<file path="config.mk">
export PLATFORM = sky130hd
export DESIGN_NAME = irq_controller
export DESIGN_NICKNAME = d
export VERILOG_FILES = /design/src/rtl/irq_pkg.sv /design/src/rtl/irq_sync.sv /design/src/rtl/irq_controller.sv
export SDC_FILE = /design/constraint.sdc
export NUM_CORES = 1
export LEC_CHECK = 0
export BUFFER_PORTS_ARGS = -buffer_cell sky130_fd_sc_hd__buf_2
export CAP_MARGIN = 30
export CORE_UTILIZATION = 55
export CTS_BUF_LIST = sky130_fd_sc_hd__clkbuf_4
export CTS_CLUSTER_SIZE = 28
export DETAILED_ROUTE_END_ITERATION = 8
export PLACE_DENSITY = 0.87
export SETUP_SLACK_MARGIN = 0.3
export SYNTH_ARGS = -nofsm -noshare
export SYNTH_HDL_FRONTEND = slang
export SYNTH_SLANG_ARGS = --single-unit
</file>
<file path="constraint.sdc">
create_clock -name clk -period 4.89 [get_ports clk]
set_input_delay 0 -clock clk [delete_from_list [all_inputs] [get_ports clk]]
set_output_delay 0 -clock clk [all_outputs]
set_load 0.005 [all_outputs]
</file>
<file path="src/rtl/irq_pkg.sv">
// irq_pkg
// Shared definitions for the interrupt controller: the register map
// decoded on reg_addr, the STATUS bit layout, and the helper that
// resolves fixed priority across the active sources.
package irq_pkg;

  typedef enum logic [1:0] {
    REG_MASK    = 2'd0,
    REG_MODE    = 2'd1,
    REG_PENDING = 2'd2,
    REG_STATUS  = 2'd3
  } reg_addr_e;

  localparam int STATUS_NONE_BIT = 7;
  localparam int STATUS_NMI_BIT  = 6;

  // Lowest set index wins; returns 0 for an all-zero vector.
  function automatic logic [2:0] find_first(input logic [7:0] vec);
    find_first = 3'd0;
    for (int i = 7; i >= 0; i--) begin
      if (vec[i]) find_first = 3'(i);
    end
  endfunction

endpackage

</file>
<file path="src/rtl/irq_sync.sv">
// irq_sync
// Multi-stage synchroniser for asynchronous inputs. Every stage resets
// to 1, which is the idle level of the active-low request lines, so
// leaving reset never looks like a falling edge.
// Ports:
//   clk, reset_n : clock and asynchronous active-low reset
//   d            : asynchronous input bus
//   q            : synchronised output bus (STAGES cycles of latency)
module irq_sync #(
  parameter int WIDTH  = 1,
  parameter int STAGES = 2
) (
  input  logic             clk,
  input  logic             reset_n,
  input  logic [WIDTH-1:0] d,
  output logic [WIDTH-1:0] q
);

  logic [STAGES-1:0][WIDTH-1:0] chain;

  always_ff @(posedge clk or negedge reset_n) begin
    if (!reset_n) chain <= '1;
    else          chain <= {chain[STAGES-2:0], d};
  end

  assign q = chain[STAGES-1];

endmodule

</file>
<file path="src/rtl/irq_controller.sv">
// irq_controller
// Prioritised interrupt controller with N_IRQ maskable sources (edge or
// level per source) and one edge-triggered NMI.
// Ports:
//   clk, reset_n          : clock and asynchronous active-low reset
//   irq_src_n, nmi_n      : asynchronous active-low requests
//   i_flag                : CPU interrupt-disable flag, 1 blocks IRQ
//   reg_we/addr/wdata     : register write port
//   reg_rdata             : combinational register read data
//   irq_ack, nmi_ack      : CPU entering IRQ / NMI sequence
//   take_irq, take_nmi    : registered requests to the CPU
//   irq_id                : registered index of highest-priority source
module irq_controller
  import irq_pkg::*;
#(
  parameter int N_IRQ       = 8,
  parameter int SYNC_STAGES = 2
) (
  input  logic             clk,
  input  logic             reset_n,
  input  logic [N_IRQ-1:0] irq_src_n,
  input  logic             nmi_n,
  input  logic             i_flag,
  input  logic             reg_we,
  input  logic [1:0]       reg_addr,
  input  logic [7:0]       reg_wdata,
  output logic [7:0]       reg_rdata,
  input  logic             irq_ack,
  input  logic             nmi_ack,
  output logic             take_irq,
  output logic             take_nmi,
  output logic [2:0]       irq_id
);

  localparam logic [7:0] VALID = 8'((16'd1 << N_IRQ) - 16'd1);

  logic [N_IRQ:0] sync_q;
  logic [7:0]     src_low, src_low_q, fall;
  logic           nmi_low, nmi_low_q, nmi_fall, nmi_latch;
  logic [7:0]     mask_q, mode_q, latch_q;
  logic [7:0]     mask_d, mode_d, latch_d;
  logic [7:0]     pending, active, active_after;
  logic [7:0]     w1c, mode_clr, ack_clr, clr, set;
  logic           wr_mask, wr_mode, wr_pend;

  irq_sync #(.WIDTH(N_IRQ + 1), .STAGES(SYNC_STAGES)) u_sync (
    .clk     (clk),
    .reset_n (reset_n),
    .d       ({nmi_n, irq_src_n}),
    .q       (sync_q)
  );

  assign src_low  = 8'(~sync_q[N_IRQ-1:0]);
  assign nmi_low  = ~sync_q[N_IRQ];
  assign fall     = src_low & ~src_low_q;
  assign nmi_fall = nmi_low & ~nmi_low_q;

  assign wr_mask = reg_we && (reg_addr_e'(reg_addr) == REG_MASK);
  assign wr_mode = reg_we && (reg_addr_e'(reg_addr) == REG_MODE);
  assign wr_pend = reg_we && (reg_addr_e'(reg_addr) == REG_PENDING);

  assign mask_d = wr_mask ? (reg_wdata & VALID) : mask_q;
  assign mode_d = wr_mode ? (reg_wdata & VALID) : mode_q;

  assign pending = (latch_q & mode_q) | (src_low & ~mode_q);
  assign active  = pending & mask_q;

  // Clears only touch edge latches; a fresh edge is OR-ed in afterwards
  // so it always wins over a same-cycle clear.
  assign w1c      = wr_pend ? (reg_wdata & VALID) : 8'd0;
  assign mode_clr = mode_q & ~mode_d;
  assign ack_clr  = irq_ack ? ((8'd1 << irq_id) & active & mode_q) : 8'd0;
  assign clr      = w1c | mode_clr | ack_clr;
  assign set      = fall & mode_d & VALID;
  assign latch_d  = (latch_q & ~clr) | set;

  // Requests are computed from the post-clear view so an acknowledged
  // source drops take_irq on the very next edge, while new edges still
  // take their normal extra cycle through the latch.
  assign active_after = (((latch_q & ~clr) & mode_q) | (src_low & ~mode_q)) & mask_q;

  always_ff @(posedge clk or negedge reset_n) begin
    if (!reset_n) begin
      src_low_q <= 8'd0;
      nmi_low_q <= 1'b0;
      mask_q    <= 8'd0;
      mode_q    <= 8'd0;
      latch_q   <= 8'd0;
      nmi_latch <= 1'b0;
      take_irq  <= 1'b0;
      take_nmi  <= 1'b0;
      irq_id    <= 3'd0;
    end else begin
      src_low_q <= src_low;
      nmi_low_q <= nmi_low;
      mask_q    <= mask_d;
      mode_q    <= mode_d;
      latch_q   <= latch_d;
      nmi_latch <= nmi_fall | (nmi_latch & ~nmi_ack);
      take_irq  <= (|active_after) & ~i_flag;
      take_nmi  <= nmi_latch;
      irq_id    <= find_first(active_after);
    end
  end

  always_comb begin
    reg_rdata = 8'd0;
    case (reg_addr_e'(reg_addr))
      REG_MASK:    reg_rdata = mask_q;
      REG_MODE:    reg_rdata = mode_q;
      REG_PENDING: reg_rdata = pending & VALID;
      REG_STATUS: begin
        reg_rdata                  = 8'(irq_id);
        reg_rdata[STATUS_NONE_BIT] = ~|active;
        reg_rdata[STATUS_NMI_BIT]  = nmi_latch;
      end
      default:     reg_rdata = 8'd0;
    endcase
  end

endmodule

</file>
## Word-level counts from Yosys, hierarchy flattened

Cells that the tools add are included.

- Flip-flop bits (word level): 57
- Bits of input ports: 25
- Output and inout bits: 13

- Equal/unequal tests: 3
- Muxes and demuxes: 12
- Reductions and logical operators: 7
- Bitwise operators: 29
- Shifts and indexed selects: 1

Operators by type and width:

| operator | number |
|---|---|
| $and A8 B8 Y8 | 11 |
| $not A8 Y8 | 5 |
| $or A8 B8 Y8 | 5 |
| $pmux W8 S4 | 1 |
| $mux W3 | 8 |
| $mux W8 | 3 |
| $reduce_or A8 Y1 | 2 |
| $shl A1 B3 Y8 const A | 1 |
| $eq A2 B2 Y1 const B | 2 |
| $not A1 Y1 | 4 |
| $and A1 B1 Y1 | 3 |
| $logic_and A1 B1 Y1 | 3 |
| $eq A2 B1 Y1 const B | 1 |
| $logic_not A2 Y1 | 1 |
| $logic_not A1 Y1 | 1 |
| $or A1 B1 Y1 | 1 |

## Logic depth before layout (Yosys ltp)

- Word-level depth: 21
- Depth in mapped cells: 8

## Cells and area by module

Synthesis repeated with hierarchy kept, for this count alone.

- Cell total of the unflattened synthesis: 257
- Area, all modules: 2855.2 um^2

Modules (own cells, without submodules):

| module | cells each | area each (um^2) | instances |
|---|---|---|---|
| irq_controller | 230 | 2314.7 | 1 |
| irq_sync | 27 | 540.5 | 1 |

## Worst setup path after synthesis

No wires, ideal clock.

- Path kind: flip-flop to flip-flop
- Start: register mode_q[5]
- End: register irq_id[0]
- Data required time: 4.766 ns
- Stages on the path, launching flop included: 6
- Slack: 3.222 ns
- Data arrival time: 1.544 ns
- Clock period less this slack: 1.668 ns
- Cells stage by stage: dfrtp_1 -> nor2_1 -> o2111ai_1 -> a32o_1 -> o211a_1 -> o31a_1

- Cells in the longest elaborated chain, start to end: 19

Ends and longest elaborated chain:

| what | RTL line | source |
|---|---|---|
| start: declaration | irq_controller.sv:40 | `logic [7:0] mask_q, mode_q, latch_q;` |
| start signal: assignment | irq_controller.sv:97 | `mode_q <= mode_d;` |
| $not A8 Y8 | irq_controller.sv:65, irq_controller.sv:80 |  |
| $and A8 B8 Y8 | irq_controller.sv:65, irq_controller.sv:80 |  |
| $or A8 B8 Y8 | irq_controller.sv:65 | `assign pending = (latch_q & mode_q) \| (src_low & ~mode_q);` |
| $and A8 B8 Y8 | irq_controller.sv:66 | `assign active = pending & mask_q;` |
| $and A8 B8 Y8 (2 in series) | irq_controller.sv:72 | `assign ack_clr = irq_ack ? ((8'd1 << irq_id) & active & mode_q) : 8'd0;` |
| $mux W8 | irq_controller.sv:72 |  |
| $or A8 B8 Y8 | irq_controller.sv:73 | `assign clr = w1c \| mode_clr \| ack_clr;` |
| $not A8 Y8 | irq_controller.sv:80 | `assign active_after = (((latch_q & ~clr) & mode_q) \| (src_low & ~mode_q)) & mask_q;` |
| $and A8 B8 Y8 (2 in series) | irq_controller.sv:80 |  |
| $or A8 B8 Y8 * | irq_controller.sv:80 |  |
| $and A8 B8 Y8 * | irq_controller.sv:80 |  |
| $mux W3 * (6 in series) | irq_pkg.sv:21 | `if (vec[i]) find_first = 3'(i);` |
| end signal: assignment | irq_controller.sv:102 | `irq_id <= find_first(active_after);` |
| end: declaration | irq_controller.sv:32 | `output logic [2:0] irq_id` |

Every way passes the cells marked *; elsewhere a longest branch is shown, timed or not.
A chain may end at the register's enable or synchronous reset.

## Worst setup path after layout

- Start: register u_sync.chain (netlist bit u_sync.q[3])
- End: output reg_rdata[7]

- Cells in the longest elaborated chain, start to end: 7

Ends and longest elaborated chain:

| what | RTL line | source |
|---|---|---|
| start: declaration | irq_sync.sv:19 | `logic [STAGES-1:0][WIDTH-1:0] chain;` |
| start signal: assignment | irq_sync.sv:23 | `else chain <= {chain[STAGES-2:0], d};` |
| $not A8 Y8 | irq_controller.sv:53 | `assign src_low = 8'(~sync_q[N_IRQ-1:0]);` |
| $and A8 B8 Y8 | irq_controller.sv:65 |  |
| $or A8 B8 Y8 | irq_controller.sv:65 |  |
| $and A8 B8 Y8 | irq_controller.sv:66 |  |
| $reduce_or A8 Y1 | irq_controller.sv:114 | `reg_rdata[STATUS_NONE_BIT] = ~\|active;` |
| $logic_not A1 Y1 | irq_controller.sv:114 |  |
| $pmux W8 S4 | irq_controller.sv:108 | `case (reg_addr_e'(reg_addr))` |
| end: declaration | irq_controller.sv:27 | `output logic [7:0] reg_rdata,` |

No other way between the ends.

==> qor.yml <==
die:
  die_h_um: 74.12
  coreArea_mm2: 0.004848
  start_util_pct: 58.99
  die_x_um: 74.12
  num_io_pins: 38
  dieArea_mm2: 0.005493
  fp-row-count: 25
route:
  drc: 0
  dr.pass1.iters: 5
  drt_iter0_drc: 221
  wl_per_cell_um: 15.29
  routed_wl_mm: 6.252
  wl_met3_um: 499
  ant_nets: 0
  wl_met2_mm: 2.949
  vias: 2429
  top_layer_used: "met4"
  m1WireLength_mm: 2.665
  drt-vias-per-instance: 5.939
clock_tree:
  clockBufferDepth: 2
  root_buffer: "clkbuf_4"
  post_cts_resized: 0
  cts_made_buffers: 9
  clock_latency_ns: 0.42
  cts_tree: "yes"
  clock_sinks: 57
  clk_pin_slew_ns: 0.10
  cts_htree_levels: 3
run:
  cap_viol_max_count: 0
timing:
  worstMarginPinSlew_ns: 0.8370
  max_clock_freq_ghz: 0.4586
  grt_setup_unrepaired: "no"
  relSlewSlack_pct: 43.95
  min_period_ns: 2.181
  post-route-period-util_pct: 44.60
  tns_ns: 0
  hold_viol_final: 0
  fin_skew_ns: 0.01367
  slew_viol_final: 0
  setup_viol: 0
finish:
  finish.instance_area_mm2: 0.003420
  seq_area_mm2: 0.001449
  layout-drive-gt1-share_pct: 25.73
  multi_input_area_mm2: 0.001311
  fin_cells: 409
  antennaDiodeCount: 0
  area_growth_pct: 19.55
  post-route-util_pct: 70.53
  final_nets: 362
  n_fill_cell: 354
placed_design:
  post_dp_cell_area_mm2: 0.003082
  port_buffers: 37
  gp_congestion: 0.9007
  dpl.hpwl_mm: 4.227
  placed_cells: 373
synth:
  synth_area_per_cell_um2: 10.25
  synth_area_mm2: 0.002860
  ys_ff_latch: 57
  yosys_warnings: 0
  async_reset_ff_share_pct: 100.0
  netlist_instances: 279
  synthDistinctLibCells: 49
  syn_nets: 304
  synth_edf_count: 0
  synth-main-ff-cell: "dfrtp_1"
  yosysSeqAreaShare_pct: 50.66
worst_setup_path:
  crit_slowest_cell: "dfstp_2"
  rr_worst_depth: 5
  worstPathRequired_ns: 4.89
  cp.arrival_ns: 2.18
  r2r-end: "irq_id[0]"
  endpoint_kind: "output pin"
  critPathTopFamily: "simple AND/OR/NAND/NOR gates"
  start_kind: "register"
  path_cells: "nor2_1 > o21ai_0 > nand4_1 > nor4b_1 > o32a_1 > buf_2"
  worstSetupPathType: "reg2out"
  path_buf_inv: 1
  crit_path_max_incr_delay_ns: 0.56
  ff2ff_setup_slack_ns: 3.04
  cp_max_fo: 4
  r2r_start: "mode_q[5]"
power_and_ir_drop:
  p_int_w: 0.0008571
  total_power_w: 0.001274
  ir_drop_mv: 0.2208
  sw_frac_of_total_pct: 32.71
  power_frac_seq_pct: 49.6
  power.density_mw_per_mm2: 372.5
  comb_power_share_pct: 24.2
  leakage_nw: 1.559
  p_switching_w: 0.0004167
  clock_power_share_pct: 26.2
min_path:
  hold_end: "latch_q[6]"
  hold-path-cell-count: 4
  min_path_type: "in2reg"
  min_from: "reg_we"
global_routing:
  grt_max_degree: 58
  grt_pass1_vias: 2252
  grt_antenna_before_repair: 0
  grt_use_total_pct: 26.14
  grt_overflow_total: 0
  grt_pass1_wl_mm: 10.50
outcome:
  status: "finished clean"
layout make-up:
| cell class | count | area share, % |
|---|---|---|
| Timing Repair Buffer | 58 | 11.49 |
| Inverter | 12 | 1.317 |
| Tap cell | 67 | 2.452 |
| Multi-Input combinational cell | 199 | 38.35 |
| Clock inverter | 7 | 2.049 |
| Clock buffer | 9 | 1.976 |
| Sequential cell | 57 | 42.37 |
through the flow:
stage | setup WS (ns) | hold slack (ns)
3_5_place_dp | 2.851 | 0.1064
3_3_place_gp | 2.943 | 0.1043
2_1_floorplan | 3.222 | -0.2956
5_1_grt | 2.546 | 0.1403
4_1_cts | 2.696 | 0.08022
6_report | 2.709 | 0.1251
sequential cells by signal (all words and copies together) (netlist names):
register / flops
irq_id: 3
latch_q: 8
mask_q: 8
mode_q: 8
nmi_latch: 1
nmi_low_q: 1
src_low_q: 8
take_irq: 1
take_nmi: 1
u_sync.chain: 9
u_sync.q: 9
Yosys cell counts (4+ instances only):
cell / instances / share of area [%]
mux4_2: 4 / 3.1
nor3_1: 5 / 0.87
o22ai_1: 5 / 1.1
o211a_1: 4 / 1.4
nor3b_1: 6 / 1.6
and3b_1: 5 / 1.5
o21ai_0: 9 / 1.6
a32oi_1: 6 / 1.8
nand2b_1: 6 / 1.3
dfrtp_1: 39 / 34
dfstp_2: 18 / 17
a21oi_1: 22 / 3.8
nand3_1: 6 / 1.0
mux2_2: 9 / 3.5
and2_1: 6 / 1.3
buf_2: 4 / 0.70
inv_1: 11 / 1.4
nor2_1: 23 / 3.0
nand2_1: 34 / 4.5
nand4_1: 4 / 0.87
and3_1: 6 / 1.3
cell usage in the layout (no fill, tap or decap), types with 5 or more instances in the layout:
| master | instances |
|---|---|
| and3b_1 | 5 |
| inv_1 | 11 |
| nor3b_1 | 6 |
| dfrtp_1 | 39 |
| and3_1 | 6 |
| o22ai_1 | 5 |
| nand2_1 | 34 |
| nand3_1 | 6 |
| nor2_1 | 23 |
| a21oi_1 | 22 |
| o21ai_0 | 9 |
| dfstp_2 | 18 |
| nand2b_1 | 6 |
| buf_2 | 37 |
| clkbuf_4 | 9 |
| mux2_2 | 9 |
| nor3_1 | 5 |
| a32oi_1 | 6 |
| and2_1 | 6 |
| dlygate4sd3_1 | 20 |
worst register-to-register path, stage by stage (launching register included):
cell and delay (ns):
dfrtp_1 0.46, nor2_1 0.28, o2111ai_1 0.22, a32o_1 0.29
o211a_1 0.22, o31a_1 0.27
power by group through the flow:
stage	registers, W	logic [W]	clock network [W]
global route	0.000642	0.000341	0.000366
CTS	0.000628	0.000306	0.000345
detailed placement	0.000635	0.000292	0
global placement	0.000633	0.000282	0
finish	0.000632	0.000308	0.000334
floorplan	0.000608	0.000209	0
metal layers:
metal	GRT usage, %	vias to the layer above
met5	0	-
met4	12.18	0
met3	9.621	14
met2	37.58	114
met1	35.34	1152
li1	-	1149
repair_timing:
action / CTS / global route
hold endpoints to repair: 73 / 0
hold buffers: 20 / 0
endpoints found under the setup margin: 0 / 0
buffers inserted: 0 / 0
logic make-up (layout without fill, tap and decap cells):
group	after synthesis	count (layout)	synth area share (%)
AO/OA/AOI/OAI	71	71	17.15
buffers and inverters	23	86	3.499
flip-flops	57	57	50.66
multiplexers	15	15	7.393
AND/OR/NAND/NOR	113	113	21.30
worst max path at each step:
stage	start	endpoint	slack, ns	depth (start not counted)
after floorplan	mode_q[5]	irq_id[0]	3.22	5
after global placement	reg_addr[1]	take_irq	2.94	6
after detailed placement	reg_addr[1]	take_irq	2.85	6
after CTS	u_sync.q[3]	reg_rdata[7]	2.70	6
after global routing	u_sync.q[3]	reg_rdata[7]	2.55	6
final	u_sync.q[3]	reg_rdata[7]	2.71	6
No activity file was read; power rests on OpenSTA's default activity.
